==> config.mk <==
export PLATFORM = sky130hd
export DESIGN_NAME = note_sprite_blitter
export DESIGN_NICKNAME = d
export VERILOG_FILES = /design/src/rtl/note_sprite_blitter.sv
export SDC_FILE = /design/constraint.sdc
export NUM_CORES = 1
export LEC_CHECK = 0
export BUFFER_PORTS_ARGS = -buffer_cell sky130_fd_sc_hd__buf_2
export CAP_MARGIN = 40
export CORE_MARGIN = 4
export CORE_UTILIZATION = 30
export DETAILED_ROUTE_END_ITERATION = 10
export GPL_ROUTABILITY_DRIVEN = 1
export HOLD_SLACK_MARGIN = 0.06
export PLACE_DENSITY_LB_ADDON = 0.3
export REMOVE_ABC_BUFFERS = 1
export SKIP_CTS_REPAIR_TIMING = 1
export SLEW_MARGIN = 20
export SYNTH_ARGS = -nofsm -noshare
export SYNTH_HDL_FRONTEND = slang
export SYNTH_SLANG_ARGS = --single-unit
==> constraint.sdc <==
create_clock -name clk -period 3.8 [get_ports clk]
set_input_delay 0.19 -clock clk [delete_from_list [all_inputs] [get_ports clk]]
set_output_delay 0.19 -clock clk [all_outputs]
set_load 0.02 [all_outputs]
==> src/rtl/note_sprite_blitter.sv <==
// note_sprite_blitter: walks a SPR_W x SPR_H 1-bit sprite ROM in raster order,
// absorbs the ROM's one-cycle read latency and writes set pixels into a 1-bpp
// framebuffer at (x0, y0), clipping anything off the right or bottom edge.
// Optional build macro NOTE_BLIT_ERASE_EN adds an 'erase' input; an erase blit
// writes 0 instead of 1 at every set sprite pixel.
//
// state   | meaning
// --------+-----------------------------------------------------------
// S_IDLE  | ready, waiting for start
// S_SCAN  | issuing one sprite ROM address per non-stalled cycle
// S_DRAIN | all addresses issued, waiting for the pipeline to empty
// S_DONE  | one-cycle completion pulse
module note_sprite_blitter #(
    parameter int SPR_W  = 20,
    parameter int SPR_H  = 30,
    parameter int ROM_AW = 10,
    parameter int FB_W   = 640,
    parameter int FB_H   = 480,
    parameter int FB_AW  = 19
) (
    input  logic              clk,
    input  logic              reset,
    input  logic              start,
    input  logic [9:0]        x0,
    input  logic [9:0]        y0,
`ifdef NOTE_BLIT_ERASE_EN
    input  logic              erase,
`endif
    output logic              ready,
    output logic              done,
    output logic [ROM_AW-1:0] rom_addr,
    input  logic              rom_pixel,
    output logic              fb_we,
    output logic [FB_AW-1:0]  fb_addr,
    output logic              fb_data,
    input  logic              fb_ready
);

    localparam int CW = (SPR_W > 1) ? $clog2(SPR_W) : 1;
    localparam int RW = (SPR_H > 1) ? $clog2(SPR_H) : 1;

    typedef enum logic [1:0] {S_IDLE, S_SCAN, S_DRAIN, S_DONE} state_t;

    state_t            r_state;
    state_t            w_next;

    logic [9:0]        r_x0;
    logic [9:0]        r_y0;
    logic [CW-1:0]     r_col;
    logic [RW-1:0]     r_row;
    logic [ROM_AW-1:0] r_addr;

    logic              r_s1_valid;
    logic [CW-1:0]     r_s1_col;
    logic [RW-1:0]     r_s1_row;
    logic [ROM_AW-1:0] r_s1_addr;

    logic              r_fb_we;
    logic [FB_AW-1:0]  r_fb_addr;
    logic              r_fb_data;

    logic              w_stall;
    logic              w_accept;
    logic              w_issue;
    logic              w_last;
    logic [10:0]       w_x;
    logic [10:0]       w_y;
    logic              w_in_fb;
    logic [FB_AW-1:0]  w_fb_addr;
    logic              w_pix_data;

    assign w_stall  = r_fb_we & ~fb_ready;
    assign w_accept = (r_state == S_IDLE) & start;
    assign w_issue  = (r_state == S_SCAN) & ~w_stall;
    assign w_last   = (r_col == CW'(SPR_W - 1)) && (r_row == RW'(SPR_H - 1));

    // During a stall the ROM must keep presenting stage 1's pixel.
    assign rom_addr = w_stall ? r_s1_addr : r_addr;

    // 11-bit sums so that x0+col / y0+row never wrap before the clip test.
    assign w_x       = {1'b0, r_x0} + 11'(r_s1_col);
    assign w_y       = {1'b0, r_y0} + 11'(r_s1_row);
    assign w_in_fb   = (w_x < 11'(FB_W)) && (w_y < 11'(FB_H));
    assign w_fb_addr = FB_AW'(w_y) * FB_AW'(FB_W) + FB_AW'(w_x);

`ifdef NOTE_BLIT_ERASE_EN
    logic r_erase;

    // Erase flag is captured with the coordinates on accept.
    always_ff @(posedge clk or posedge reset) begin
        if (reset)         r_erase <= 1'b0;
        else if (w_accept) r_erase <= erase;
    end

    assign w_pix_data = ~r_erase;
`else
    assign w_pix_data = 1'b1;
`endif

    // State register.
    always_ff @(posedge clk or posedge reset) begin
        if (reset) r_state <= S_IDLE;
        else       r_state <= w_next;
    end

    // Next-state logic and status outputs.
    always_comb begin
        w_next = r_state;
        ready  = 1'b0;
        done   = 1'b0;
        case (r_state)
            S_IDLE: begin
                ready = 1'b1;
                if (start) w_next = S_SCAN;
            end
            S_SCAN: begin
                if (w_issue && w_last) w_next = S_DRAIN;
            end
            S_DRAIN: begin
                if (!r_s1_valid && !w_stall) w_next = S_DONE;
            end
            S_DONE: begin
                done   = 1'b1;
                w_next = S_IDLE;
            end
            default: w_next = S_IDLE;
        endcase
    end

    // Origin latch and raster counters, col fastest.
    always_ff @(posedge clk or posedge reset) begin
        if (reset) begin
            r_x0   <= '0;
            r_y0   <= '0;
            r_col  <= '0;
            r_row  <= '0;
            r_addr <= '0;
        end else if (w_accept) begin
            r_x0   <= x0;
            r_y0   <= y0;
            r_col  <= '0;
            r_row  <= '0;
            r_addr <= '0;
        end else if (w_issue) begin
            if (r_col == CW'(SPR_W - 1)) begin
                r_col <= '0;
                r_row <= r_row + RW'(1);
            end else begin
                r_col <= r_col + CW'(1);
            end
            r_addr <= r_addr + ROM_AW'(1);
        end
    end

    // Stage 1: tracks the pixel whose ROM read is in flight.
    always_ff @(posedge clk or posedge reset) begin
        if (reset) begin
            r_s1_valid <= 1'b0;
            r_s1_col   <= '0;
            r_s1_row   <= '0;
            r_s1_addr  <= '0;
        end else if (!w_stall) begin
            r_s1_valid <= w_issue;
            r_s1_col   <= r_col;
            r_s1_row   <= r_row;
            r_s1_addr  <= r_addr;
        end
    end

    // Output stage: write only set, on-screen pixels; hold while stalled.
    always_ff @(posedge clk or posedge reset) begin
        if (reset) begin
            r_fb_we   <= 1'b0;
            r_fb_addr <= '0;
            r_fb_data <= 1'b0;
        end else if (!w_stall) begin
            r_fb_we   <= r_s1_valid & rom_pixel & w_in_fb;
            r_fb_addr <= w_fb_addr;
            r_fb_data <= w_pix_data;
        end
    end

    assign fb_we   = r_fb_we;
    assign fb_addr = r_fb_addr;
    assign fb_data = r_fb_data;

endmodule

# After elaboration in Yosys (flattened, before gate mapping)
# Cells that the tools add are included.
# Widths: inputs -> output; s select.
[totals]
reg_bits = 84
latchBits = 0
ram_bits = 0
mem_bits_ro = 0
inputBits = 25
word_cells = 63
mem_count = 0
[op_classes]
n_addsub = 6
multipliers = 1
div = 0
n_lt_le_gt_ge = 2
n_eq_ne = 8
shift = 0
n_mux = 15
bitwise_logic = 7
reduce_logical = 11
[ops]
columns = ["op", "count"]
rows = [
  ["$mux 10", 3],
  ["$mux 5", 6],
  ["$add 10x5->11", 2],
  ["$add 19x11->19", 1],
  ["$mul 11x3->12 const B", 1],
  ["$lt 11x10->1 const B", 1],
  ["$lt 11x9->1 const B", 1],
  ["$add 10x1->10 const B", 1],
  ["$add 5x1->5 const B", 2],
  ["$eq 5x5->1 const B", 2],
  ["$pmux 2 s4", 1],
  ["$mux 2", 3],
  ["$and 1x1->1", 5],
  ["$eq 2x2->1 const B", 2],
  ["$logic_and 1x1->1", 4],
  ["$ne 2x2->1 const B", 2],
  ["$reduce_bool 2->1", 2],
  ["$reduce_and 3->1", 1],
  ["$eq 2x1->1 const B", 1],
  ["$logic_not 1->1", 2],
  ["$logic_not 2->1", 1],
  ["$mux 1", 2],
  ["$ne 2x1->1 const B", 1],
  ["$not 1->1", 2],
  ["$reduce_and 2->1", 1],
]

# Longest topological paths before layout
# Gate-level depths: netlist of the first run.
[depth]
word_depth = 7
depth_mapped = 18
ltp_nobuf = 18

# Least setup slack after synthesis of the first run
# Ideal clock, no wire load.
[synth_path]
kind = "register -> register"
from = "reg r_s1_row[0]"
to = "reg r_fb_addr[18], in the netlist fb_addr[18]"
setup_time_ns = 0.077
arrival_time_ns = 3.779
required_ns = 3.723
setup_slack_ns = -0.056
path_stages_with_launch = 19
n_path_buf = 0
path_cell_list = "dfrtp_1 ha_1 inv_1 fa_1 nor2b_1 o21ai_1 a21boi_1 or2_2 nand2_1 xnor2_1 ha_1 ha_1 o21a_2 a2111oi_2 nand3b_1 and4_1 and4bb_1 xnor3_1 o21ai_1"
[synth_between]
elab_chain_cells = 3
[synth_lines]
columns = ["item", "line", "rtl"]
rows = [
  ["start: declaration", "55", "logic [RW-1:0] r_s1_row;"],
  ["start signal: assignment", "165", "r_s1_row <= r_row;"],
  ["$add 10x5->11", "82", "assign w_y = {1'b0, r_y0} + 11'(r_s1_row);"],
  ["$mul 11x3->12", "84", "assign w_fb_addr = FB_AW'(w_y) * FB_AW'(FB_W) + FB_AW'(w_x);"],
  ["$add 19x11->19", "84", ""],
  ["end signal: assignment", "178", "r_fb_addr <= w_fb_addr;"],
  ["end: declaration", "59", "logic [FB_AW-1:0] r_fb_addr;"],
]
# No other way between the ends.
# A chain may end at the register's enable or synchronous reset.

# Worst setup path in the final report of the first run
# Same ends and word-level chain as after synthesis.

==> out/qor.yml, run 1 <==
synth:
  yosys-top-cells-area: "sky130_fd_sc_hd__dfrtp_1 44%, sky130_fd_sc_hd__ha_1 9.7%, sky130_fd_sc_hd__nand2_1 7.4%, sky130_fd_sc_hd__mux2_1 4.2%, sky130_fd_sc_hd__xor2_1 4.0%"
  portion_of_the_post_synthesis_area_used_by_sequential_elements: 0.439
  synth_cells: 501
  async_flop_share: 1.00
  synth_warnings: 0
  yosysTopAreaCell: "sky130_fd_sc_hd__dfrtp_1"
  post_synth.cell_area_avg_sq_um: 9.56
  synth-edff-count: 0
  synth-seq-cells: 84
  yosys_cell_types: 53
  synth_top_cell_area_share: 0.439
  synth_area_sq_um: 4790
  most_used_flip_flop_cell_after_synthesis: "sky130_fd_sc_hd__dfrtp_1"
setup_path:
  setup.worst_path.class: "flop to flop"
  crit_path_end_kind: "flop"
  path_cells: "ha_2 -> inv_2 -> fa_2 -> nor2b_2 -> o21ai_2 -> a21boi_2 -> or2_4 -> nand4_1 -> xnor2_2 -> ha_1 -> ha_4 -> buf_4 -> o21ai_1 -> a21oi_2 -> o21ai_0 -> or2b_4 -> xnor3_1 -> o21ai_1"
  cp_data_arrival_time_ns: 4.02
  worst_setup_sp_type: "flop"
  cp_max_fo: 4
  worst_path_max_delay_cell: "sky130_fd_sc_hd__dfrtp_1"
  critical_path.startpoint: "r_s1_row[0]$_DFFE_PP0N_"
  timing.rr.start: "r_s1_row[0]$_DFFE_PP0N_"
  cp_max_stage_delay_ns: 0.36
  data_required_time_at_the_worst_endpoint_ns: 4.07
  critical-path-top-cell-by-count: "sky130_fd_sc_hd__o21ai_1"
routing:
  wire_per_inst_microns: 13.5
  route.detailed.drc: 0
  dr.max_layer_used: "met4"
  met2_length_mm: 5.49
  drt_pass1_iterations: 4
  detail-route-antenna-nets: 0
  m1WireLength_mm: 4.86
  via_count: 3744
  met3_length_microns: 441
  drt_iter0_markers: 171
  routed_wirelength_mm: 10.9
  via_per_inst: 4.63
floorplan:
  placement_rows: 45
  floorplan.core_area_sq_um: 15400
  boundaryPins: 58
  design.die.area_sq_um: 18000
  die_width_microns: 134
  starting_utilization_of_the_core_area: 0.310
  floorplan.die.height_microns: 134
global_routing:
  antenna_found_initial: 0
  grt.total_usage: 0.128
  maximum_number_of_pins_on_one_net_before_global_route_repair: 45
  vias_in_the_first_global_route: 3826
  grt_pass1_wl_mm: 18.5
  remaining_overflow_grt: 0
timing:
  rsz0062_at_grt: "true"
  worst_pin_slew_ns: 0.555
  setup_viol_count_final: 0
  period_share: 0.986
  slew-limit-headroom: 0.629
  fin_hold_ws_ns: 0.0588
  hold_viol: 0
  setup_slack_of_the_critical_path_after_layout_ns: 0.0525
  fmax_ghz: 0.267
  final_setup_skew_ns: 0.00840
  maxSlewViolCount: 0
  post-route-min-period_ns: 3.75
clock_tree:
  cts-htree-levels: 3
  worstSkewPairLatency_ns: 0.35
  clkTransAtPathRegs_ns: 0.07
  cts_root_buf: "sky130_fd_sc_hd__clkbuf_16"
  tritoncts: "done"
  clkSinkCount: 84
  ctsLongestPathBuffers: 2
  cts_made_buffers: 9
final_layout:
  drive_above_1_share: 0.243
  design.final.nets: 658
  antenna_diodes: 0
  post-route-util: 0.394
  fin_area_sq_um: 6070
  syn_to_final_growth_pct: 26.9
power:
  power_leakage_nw: 3.08
  pwr-share-clk: 0.468
  sequentialPowerShare: 0.509
  power_report.internal_total_w: 0.00136
  power.ir.vdd_worst_uv: 185
  combinationalPowerShare: 0.023
  total_switching_power_w: 0.000394
  power.total_w: 0.00176
  power.switching_fraction: 0.225
  power.density_cell_area_nw_per_um2: 289
place:
  placedInstanceArea_sq_um: 5530
  total_of_buffers_placed_on_input_and_output_ports: 57
  globalplace.congestion: 0.818
  dp_slack_ns: -0.234
  hpwl_after_detailed_placement_mm: 8.09
run_status:
  outcome: "finished, final reports clean"
run:
  max_cap_violations: 0
min_path:
  holdCritPathClass: "input port to flop"
  hold_path_startpoint: "x0[1]"
==> sequential cells by signal, indices dropped and copies added, names as in the netlist <==
signal / count
r_s1_col: 5
fb_addr: 19
r_x0: 10
fb_data: 1
r_s1_row: 5
fb_we: 1
r_col: 5
r_row: 5
r_addr: 10
r_s1_addr: 10
r_s1_valid: 1
r_y0: 10
r_state: 2
==> routing by layer <==
| layer | vias to the layer above | global-route usage |
|---|---|---|
| li1 | 1894 | - |
| met1 | 1782 | 0.154 |
| met2 | 57 | 0.223 |
| met3 | 11 | 0.0371 |
| met4 | 0 | 0.0345 |
| met5 | - | 0 |
==> power groups by stage <==
stage           logic, W  registers, W  clock network (W)
4_1_cts        0.0000339      0.000894           0.000861
5_1_grt        0.0000467      0.000893           0.000898
3_3_place_gp   0.0000327      0.000911                  0
6_report       0.0000399      0.000894           0.000822
2_1_floorplan  0.0000135      0.000911                  0
3_5_place_dp   0.0000337      0.000911                  0
==> layout by cell type (no fill, tap or decap), types with 3 or more instances in the layout <==
cell type,instances
sky130_fd_sc_hd__buf_4,34
sky130_fd_sc_hd__clkinv_2,4
sky130_fd_sc_hd__o21ai_1,20
sky130_fd_sc_hd__dlygate4sd3_1,6
sky130_fd_sc_hd__ha_1,33
sky130_fd_sc_hd__nor3_1,7
sky130_fd_sc_hd__a21o_1,4
sky130_fd_sc_hd__and2_1,4
sky130_fd_sc_hd__mux2_1,18
sky130_fd_sc_hd__and4_1,3
sky130_fd_sc_hd__a21oi_1,21
sky130_fd_sc_hd__or3_1,5
sky130_fd_sc_hd__nand3_1,11
sky130_fd_sc_hd__nand2b_1,4
sky130_fd_sc_hd__clkbuf_16,9
sky130_fd_sc_hd__o21ai_0,10
sky130_fd_sc_hd__buf_2,57
sky130_fd_sc_hd__nor2b_1,3
sky130_fd_sc_hd__a21oi_2,3
sky130_fd_sc_hd__a211oi_1,3
sky130_fd_sc_hd__ha_4,3
sky130_fd_sc_hd__nor2_1,37
sky130_fd_sc_hd__nand4_1,10
sky130_fd_sc_hd__xnor2_1,14
sky130_fd_sc_hd__nand2_1,92
sky130_fd_sc_hd__xor2_1,22
sky130_fd_sc_hd__dfrtp_1,84
sky130_fd_sc_hd__inv_2,3
sky130_fd_sc_hd__inv_1,17
==> cells in the mapped netlist (3+ instances only) <==
cell / count
sky130_fd_sc_hd__nand2_1: 94
sky130_fd_sc_hd__and2_1: 5
sky130_fd_sc_hd__o21ai_1: 20
sky130_fd_sc_hd__a21oi_1: 24
sky130_fd_sc_hd__nand2b_1: 5
sky130_fd_sc_hd__a21o_1: 4
sky130_fd_sc_hd__xor2_1: 22
sky130_fd_sc_hd__buf_1: 3
sky130_fd_sc_hd__a211oi_1: 3
sky130_fd_sc_hd__nand3_1: 12
sky130_fd_sc_hd__o21ai_0: 11
sky130_fd_sc_hd__mux2_1: 18
sky130_fd_sc_hd__nor2_1: 37
sky130_fd_sc_hd__dfrtp_1: 84
sky130_fd_sc_hd__and4_1: 3
sky130_fd_sc_hd__nand4_1: 10
sky130_fd_sc_hd__fa_1: 4
sky130_fd_sc_hd__xnor2_1: 17
sky130_fd_sc_hd__or3_1: 5
sky130_fd_sc_hd__clkbuf_1: 15
sky130_fd_sc_hd__nor2b_1: 6
sky130_fd_sc_hd__inv_1: 20
sky130_fd_sc_hd__nor3_1: 7
sky130_fd_sc_hd__ha_1: 37
==> through the flow <==
step,std cells,TNS [ns]
floorplan,482,-0.0552
global placement,780,-0.148
detailed placement,781,-0.383
CTS,797,-0.515
global route,808,-0.501
finish,808,0
==> kinds of logic after synthesis <==
group | count (synthesis) | synth area share
simple gates | 192 | 0.183
flops | 84 | 0.439
compound gates | 82 | 0.107
buf+inv | 41 | 0.0327
fa+ha+maj | 41 | 0.113
xor+xnor | 40 | 0.0761
mux | 21 | 0.0489
==> final timing paths <==
| path | slack [ns] | depth (start not counted) | to |
|---|---|---|---|
| worst max-delay path | 0.05 | 18 | fb_addr[18]$_DFFE_PP0N_ |
| worst min-delay path | 0.06 | 3 | r_x0[1]$_DFFE_PP0P_ |
| worst max register to register | 0.05 | 18 | fb_addr[18]$_DFFE_PP0N_ |
| worst min register to register | 0.46 | 2 | r_s1_addr[8]$_DFF_PP0_ |
| max in group asynchronous | 2.38 | 5 | r_x0[6]$_DFFE_PP0P_ |
| min in group asynchronous | 0.37 | 3 | r_s1_addr[9]$_DFF_PP0_ |
==> final cells by class <==
type,instances,area [sq um]
well taps,211,264
clock buffers,10,229
multi-input cells,376,2690
repair buffers,99,656
clock inverters,6,47.5
flip-flops and latches,84,2100
fillers,1574,9350
inverters,22,85.1
==> worst max-delay path, delay by kind of cell, from the launching register on <==
family / cells / cell delay (ns)
DFF: 1 / 0.36
and+or+nand+nor: 4 / 0.74
adders and majority gates: 4 / 1.03
xor gates and xnor gates: 2 / 0.56
buffers and inverters: 2 / 0.17
AOI/OAI and AO/OA: 6 / 0.82
No activity file was read; power rests on OpenSTA's default activity.
==> run 2, diff against run 1 <==
--- a/config.mk
+++ b/config.mk
@@ -7,7 +7,6 @@
 export LEC_CHECK = 0
 export BUFFER_PORTS_ARGS = -buffer_cell sky130_fd_sc_hd__buf_2
 export CAP_MARGIN = 40
-export CORE_MARGIN = 4
 export CORE_UTILIZATION = 30
 export DETAILED_ROUTE_END_ITERATION = 10
 export GPL_ROUTABILITY_DRIVEN = 1
==> run 2 against run 1 <==
Against the previous run: design area fell by 0.14%; worst setup slack improved by 0.010 ns; via count fell by 0.19%; clock skew fell by 0.00060 ns; critical path type unchanged.
==> out/qor.yml, run 2 (same netlist as run 1, synthesis figures left out) <==
run_status:
  outcome: "finished, final reports clean"
final_layout:
  final_cell_mix: "92 x sky130_fd_sc_hd__nand2_1, 84 x sky130_fd_sc_hd__dfrtp_1, 57 x sky130_fd_sc_hd__buf_2"
  area_taken_by_multi_input_logic_gates_sq_um: 2670
  post-route-util: 0.395
  antenna_diodes: 0
  layout_commonest_cell: "sky130_fd_sc_hd__nand2_1"
  drive_above_1_share: 0.244
  final-seq-area_sq_um: 2100
  syn_to_final_growth_pct: 26.7
  largest_register_ffs: 19
  filler_cell_count: 1555
  design.final.nets: 659
  layoutNonFillerInstCount: 809
timing:
  rsz0062_at_grt: "true"
  fmax_ghz: 0.268
  final_setup_skew_ns: 0.00779
  worst_pin_slew_ns: 0.613
  maxSlewViolCount: 0
  setup_total_negative_slack_ns: 0
  hold_viol: 0
  period_share: 0.983
  post-route-min-period_ns: 3.74
  setup_viol_count_final: 0
  setup_slack_of_the_critical_path_after_layout_ns: 0.0628
  slew-limit-headroom: 0.591
clock_tree:
  cts_made_buffers: 9
  tritoncts: "done"
  worstSkewPairLatency_ns: 0.35
  clkSinkCount: 84
  clkTransAtPathRegs_ns: 0.07
  cts-htree-levels: 3
  ctsLongestPathBuffers: 2
  cts_root_buf: "sky130_fd_sc_hd__clkbuf_16"
setup_path:
  critical_path.top_delay_family: "adder cells"
  cp_max_fo: 3
  path_cells: "ha_2 -> inv_2 -> fa_2 -> nor2b_2 -> o21ai_2 -> a21boi_2 -> or2_4 -> nand2_2 -> xnor2_2 -> ha_1 -> ha_4 -> o21a_4 -> a2111oi_4 -> nand3b_1 -> and4_1 -> and4bb_1 -> xnor3_1 -> o21ai_1"
  data_required_time_at_the_worst_endpoint_ns: 4.08
  critical_path_buf_inv_count: 1
  worst_path_max_delay_cell: "sky130_fd_sc_hd__dfrtp_1"
  cp_max_stage_delay_ns: 0.37
  setup.worst_path.class: "flop to flop"
  crit_path_end_kind: "flop"
  worst_setup_sp_type: "flop"
  cp_data_arrival_time_ns: 4.02
routing:
  drt_pass1_iterations: 4
  routed_wirelength_mm: 10.7
  drt_iter0_markers: 165
  via_per_inst: 4.62
  detail-route-antenna-nets: 0
  route.detailed.drc: 0
  via_count: 3737
  wire_per_inst_microns: 13.2
power:
  power.density_cell_area_nw_per_um2: 293
  sequentialPowerShare: 0.503
  power_report.internal_total_w: 0.00136
  total_switching_power_w: 0.000412
  combinationalPowerShare: 0.022
  power_leakage_nw: 3.06
  pwr-share-clk: 0.475
  power.switching_fraction: 0.232
  power.ir.vdd_worst_uv: 257
  power.total_w: 0.00178
floorplan:
  die_width_microns: 128
  design.die.area_sq_um: 16500
  placement_rows: 45
  boundaryPins: 58
  starting_utilization_of_the_core_area: 0.311
  floorplan.core_area_sq_um: 15400
  floorplan.die.height_microns: 128
global_routing:
  maximum_number_of_pins_on_one_net_before_global_route_repair: 36
  grt_pass1_wl_mm: 17.8
  antenna_found_initial: 0
  grt.total_usage: 0.140
  vias_in_the_first_global_route: 3816
  remaining_overflow_grt: 0
place:
  total_of_buffers_placed_on_input_and_output_ports: 57
  globalplace.congestion: 0.816
  hpwl_after_detailed_placement_mm: 7.85
  dp_slack_ns: -0.230
  placedCellCount: 783
run:
  max_cap_violations: 0
min_path:
  holdCritPathClass: "input port to flop"
[run 2: cell types whose count changed in the layout (fill, tap and decap cells not counted), sizes merged]
| cell | previous run | this run |
|---|---|---|
| clkinvlp | 0 | 1 |
| dlygate4sd3 | 6 | 7 |
| clkbuf | 10 | 9 |
[run 2: worst paths after layout]
| path | to | depth (start not counted) | slack, ns | startpoint |
|---|---|---|---|---|
| max | fb_addr[18]$_DFFE_PP0N_ | 18 | 0.06 | r_s1_row[0]$_DFFE_PP0N_ |
| min reg2reg | r_s1_addr[0]$_DFF_PP0_ | 2 | 0.46 | r_s1_addr[0]$_DFF_PP0_ |
| max in group asynchronous | fb_we$_DFFE_PP0N_ | 5 | 2.46 | reset |
| max reg2reg | fb_addr[18]$_DFFE_PP0N_ | 18 | 0.06 | r_s1_row[0]$_DFFE_PP0N_ |
| min | r_x0[1]$_DFFE_PP0P_ | 3 | 0.05 | x0[1] |
| min in group asynchronous | fb_data$_DFFE_PP0N_ | 3 | 0.34 | reset |
[run 2: area by class of cell]
cell class / instances / share of cell area
inverter: 22 / 0.0144
multi-input combinational: 376 / 0.440
clock inverter: 7 / 0.00969
timing repair buffer: 100 / 0.108
tap: 211 / 0.0435
clock buffer: 9 / 0.0371
sequential: 84 / 0.347
[run 2: routing by layer]
metal / share of wire / up-vias / global-route usage
met5: 0 / - / 0
met4: 0.019 / 0 / 0.0554
met3: 0.034 / 16 / 0.0346
met2: 0.49 / 53 / 0.242
met1: 0.45 / 1778 / 0.167
li1: - / 1890 / -
[run 2: power groups by stage]
stage	clock network, W	registers (W)	logic (W)
6_report	0.000843	0.000894	0.0000389
5_1_grt	0.000911	0.000893	0.0000452
4_1_cts	0.000879	0.000894	0.0000359
3_5_place_dp	0	0.000911	0.0000358
3_3_place_gp	0	0.000911	0.0000325
2_1_floorplan	0	0.000911	0.0000135
[run 2: worst register-to-register path, delay by kind of cell (launching register included)]
family                     cells  cell delay [ns]
xor gates and xnor gates       2             0.37
adders and majority gates      4             1.11
and+or+nand+nor                6             0.91
DFF                            1             0.37
AOI/OAI and AO/OA              5             0.86
buffers and inverters          1             0.04
[run 2: per-stage QoR]
step | hold WS (ns) | instance area, sq um
final | 0.0504 | 6070
after floorplan | 0.312 | 4710
after global placement | 0.386 | 5510
after CTS | -0.208 | 5840
after detailed placement | 0.179 | 5560
after global routing | 0.0607 | 6070
==> run 3, diff against run 2 <==
==> constraint.sdc (replaced) <==
create_clock -name clk -period 3.6 [get_ports clk]
set_input_delay 0.18 -clock clk [delete_from_list [all_inputs] [get_ports clk]]
set_output_delay 0.18 -clock clk [all_outputs]
set_load 0.02 [all_outputs]
==> run 3 against run 2 <==
Against the previous run: the flow now finishes with violations (negative setup slack); die area did not move; worst setup slack got worse by 0.24 ns; hold slack improved by 0.0014 ns; highest routed layer unchanged; register-to-register slack got worse by 0.24 ns; combinational power rose by 5%; power rose by 4.7%.
==> out/qor.yml, run 3 (same netlist as run 1, synthesis figures left out) <==
clock_tree:
  ctsLongestPathBuffers: 2
  cts_made_buffers: 9
  cts_root_buf: "sky130_fd_sc_hd__clkbuf_16"
  tritoncts: "done"
  cts-htree-levels: 3
  clkSinkCount: 84
  clkTransAtPathRegs_ns: 0.07
  worstSkewPairLatency_ns: 0.34
timing:
  hold_viol: 0
  setup_viol_count_final: 3
  maxSlewViolCount: 0
  post-route-min-period_ns: 3.78
  setup_slack_of_the_critical_path_after_layout_ns: -0.182
  slew-limit-headroom: 0.553
  fmax_ghz: 0.264
  setup_total_negative_slack_ns: -0.441
  worst_pin_slew_ns: 0.670
  rsz0062_at_grt: "true"
  final_setup_skew_ns: 0.00856
  period_share: 1.05
routing:
  via_count: 3801
  routed_wirelength_mm: 11.0
  drt_iter0_markers: 208
  drt_pass1_iterations: 4
  wire_per_inst_microns: 13.4
  detail-route-antenna-nets: 0
  via_per_inst: 4.61
  route.detailed.drc: 0
final_layout:
  fin_area_sq_um: 6200
  drive_above_1_share: 0.261
  largest_register_ffs: 19
  layout_commonest_cell: "sky130_fd_sc_hd__nand2_1"
  final_cell_mix: "93 x sky130_fd_sc_hd__nand2_1, 84 x sky130_fd_sc_hd__dfrtp_1, 57 x sky130_fd_sc_hd__buf_2"
  design.final.nets: 674
  layoutNonFillerInstCount: 824
  syn_to_final_growth_pct: 29.6
  antenna_diodes: 0
run:
  max_cap_violations: 0
floorplan:
  design.die.area_sq_um: 16500
  floorplan.core_area_sq_um: 15400
  placement_rows: 45
  floorplan.die.height_microns: 128
  starting_utilization_of_the_core_area: 0.311
  die_width_microns: 128
  boundaryPins: 58
setup_path:
  cp_max_fo: 4
  crit_path_end_kind: "flop"
  data_required_time_at_the_worst_endpoint_ns: 3.87
  cp_data_arrival_time_ns: 4.05
  setup.worst_path.class: "flop to flop"
  worst_setup_sp_type: "flop"
place:
  globalplace.congestion: 0.827
  placedCellCount: 792
  total_of_buffers_placed_on_input_and_output_ports: 57
  placedInstanceArea_sq_um: 5590
  dp_slack_ns: -0.459
  hpwl_after_detailed_placement_mm: 7.98
global_routing:
  grt.total_usage: 0.144
  vias_in_the_first_global_route: 3862
  remaining_overflow_grt: 0
  grt_pass1_wl_mm: 18.5
  maximum_number_of_pins_on_one_net_before_global_route_repair: 53
  antenna_found_initial: 0
power:
  power.density_cell_area_nw_per_um2: 300
  power_leakage_nw: 3.13
  power.ir.vdd_worst_uv: 305
run_status:
  failing_checks: "negative setup slack"
  outcome: "finished, violations left"
min_path:
  holdCritPathClass: "input port to flop"
[run 3: changes by cell type in the layout (fill, tap and decap cells not counted), sizes merged]
cell | previous run | this run
inv | 23 | 21
buf | 93 | 106
clkbuf | 9 | 11
dlygate4sd3 | 7 | 9
[run 3: worst paths after layout]
check                           slack (ns)  cells past startpoint                       to                    start
worst max-delay path                 -0.18                     18  fb_addr[18]$_DFFE_PP0N_  r_s1_row[0]$_DFFE_PP0N_
worst min-delay path                  0.05                      3      r_x0[1]$_DFFE_PP0P_                    x0[1]
worst max register to register       -0.18                     18  fb_addr[18]$_DFFE_PP0N_  r_s1_row[0]$_DFFE_PP0N_
worst min register to register        0.46                      2   r_s1_addr[3]$_DFF_PP0_   r_s1_addr[3]$_DFF_PP0_
max in group asynchronous             2.11                      4      r_x0[6]$_DFFE_PP0P_                    reset
min in group asynchronous             0.41                      3      fb_data$_DFFE_PP0N_                    reset
[run 3: final cells by class]
class | instances | area (sq um)
Multi-Input combinational cell | 376 | 2720
Tap cell | 211 | 264
Sequential cell | 84 | 2100
Inverter | 22 | 85.1
Fill cell | 1529 | 9170
Clock buffer | 11 | 243
Timing Repair Buffer | 115 | 756
Clock inverter | 5 | 35.0
[run 3: power breakdown]
group,total (W),switching (W),internal [W],leakage [nW]
Sequential,0.000944,0,0.000944,1.06
Clock,0.000875,0.000387,0.000488,0.136
Combinational,0.0000408,0.0000240,0.0000168,1.93
Total,0.00186,0.000411,0.00145,3.13
[run 3: worst max-delay path, cell delays in order, from the launching register on]
cell and delay (ns):
sky130_fd_sc_hd__dfrtp_1 0.36, sky130_fd_sc_hd__ha_2 0.19, sky130_fd_sc_hd__inv_2 0.04, sky130_fd_sc_hd__fa_2 0.36
sky130_fd_sc_hd__nor2b_2 0.14, sky130_fd_sc_hd__o21ai_2 0.08, sky130_fd_sc_hd__a21boi_2 0.15, sky130_fd_sc_hd__or2_4 0.15
sky130_fd_sc_hd__nand4_1 0.14, sky130_fd_sc_hd__xnor2_2 0.26, sky130_fd_sc_hd__ha_4 0.24, sky130_fd_sc_hd__ha_4 0.28
sky130_fd_sc_hd__nor3b_1 0.33, sky130_fd_sc_hd__a221oi_2 0.07, sky130_fd_sc_hd__nand3b_1 0.15, sky130_fd_sc_hd__and4_1 0.23
sky130_fd_sc_hd__and4bb_1 0.22, sky130_fd_sc_hd__xnor3_1 0.21, sky130_fd_sc_hd__o21ai_1 0.11
[run 3: metrics by stage]
stage / utilization / total power (W) / hold WS (ns)
6_report: 0.404 / 0.00186 / 0.0518
5_1_grt: 0.404 / 0.00194 / 0.0610
4_1_cts: 0.382 / 0.00189 / -0.120
3_5_place_dp: 0.364 / 0.000997 / 0.259
3_3_place_gp: 0.364 / 0.000996 / 0.246
2_1_floorplan: - / 0.000976 / 0.302
[run 3: per-layer routing]
layer  GRT usage  wire length, microns  vias up
met2       0.247                  5400       48
met5           0                     0        -
li1            -                     -     1915
met4      0.0415                   124        0
met3      0.0401                   363       12
met1       0.177                  5130     1826
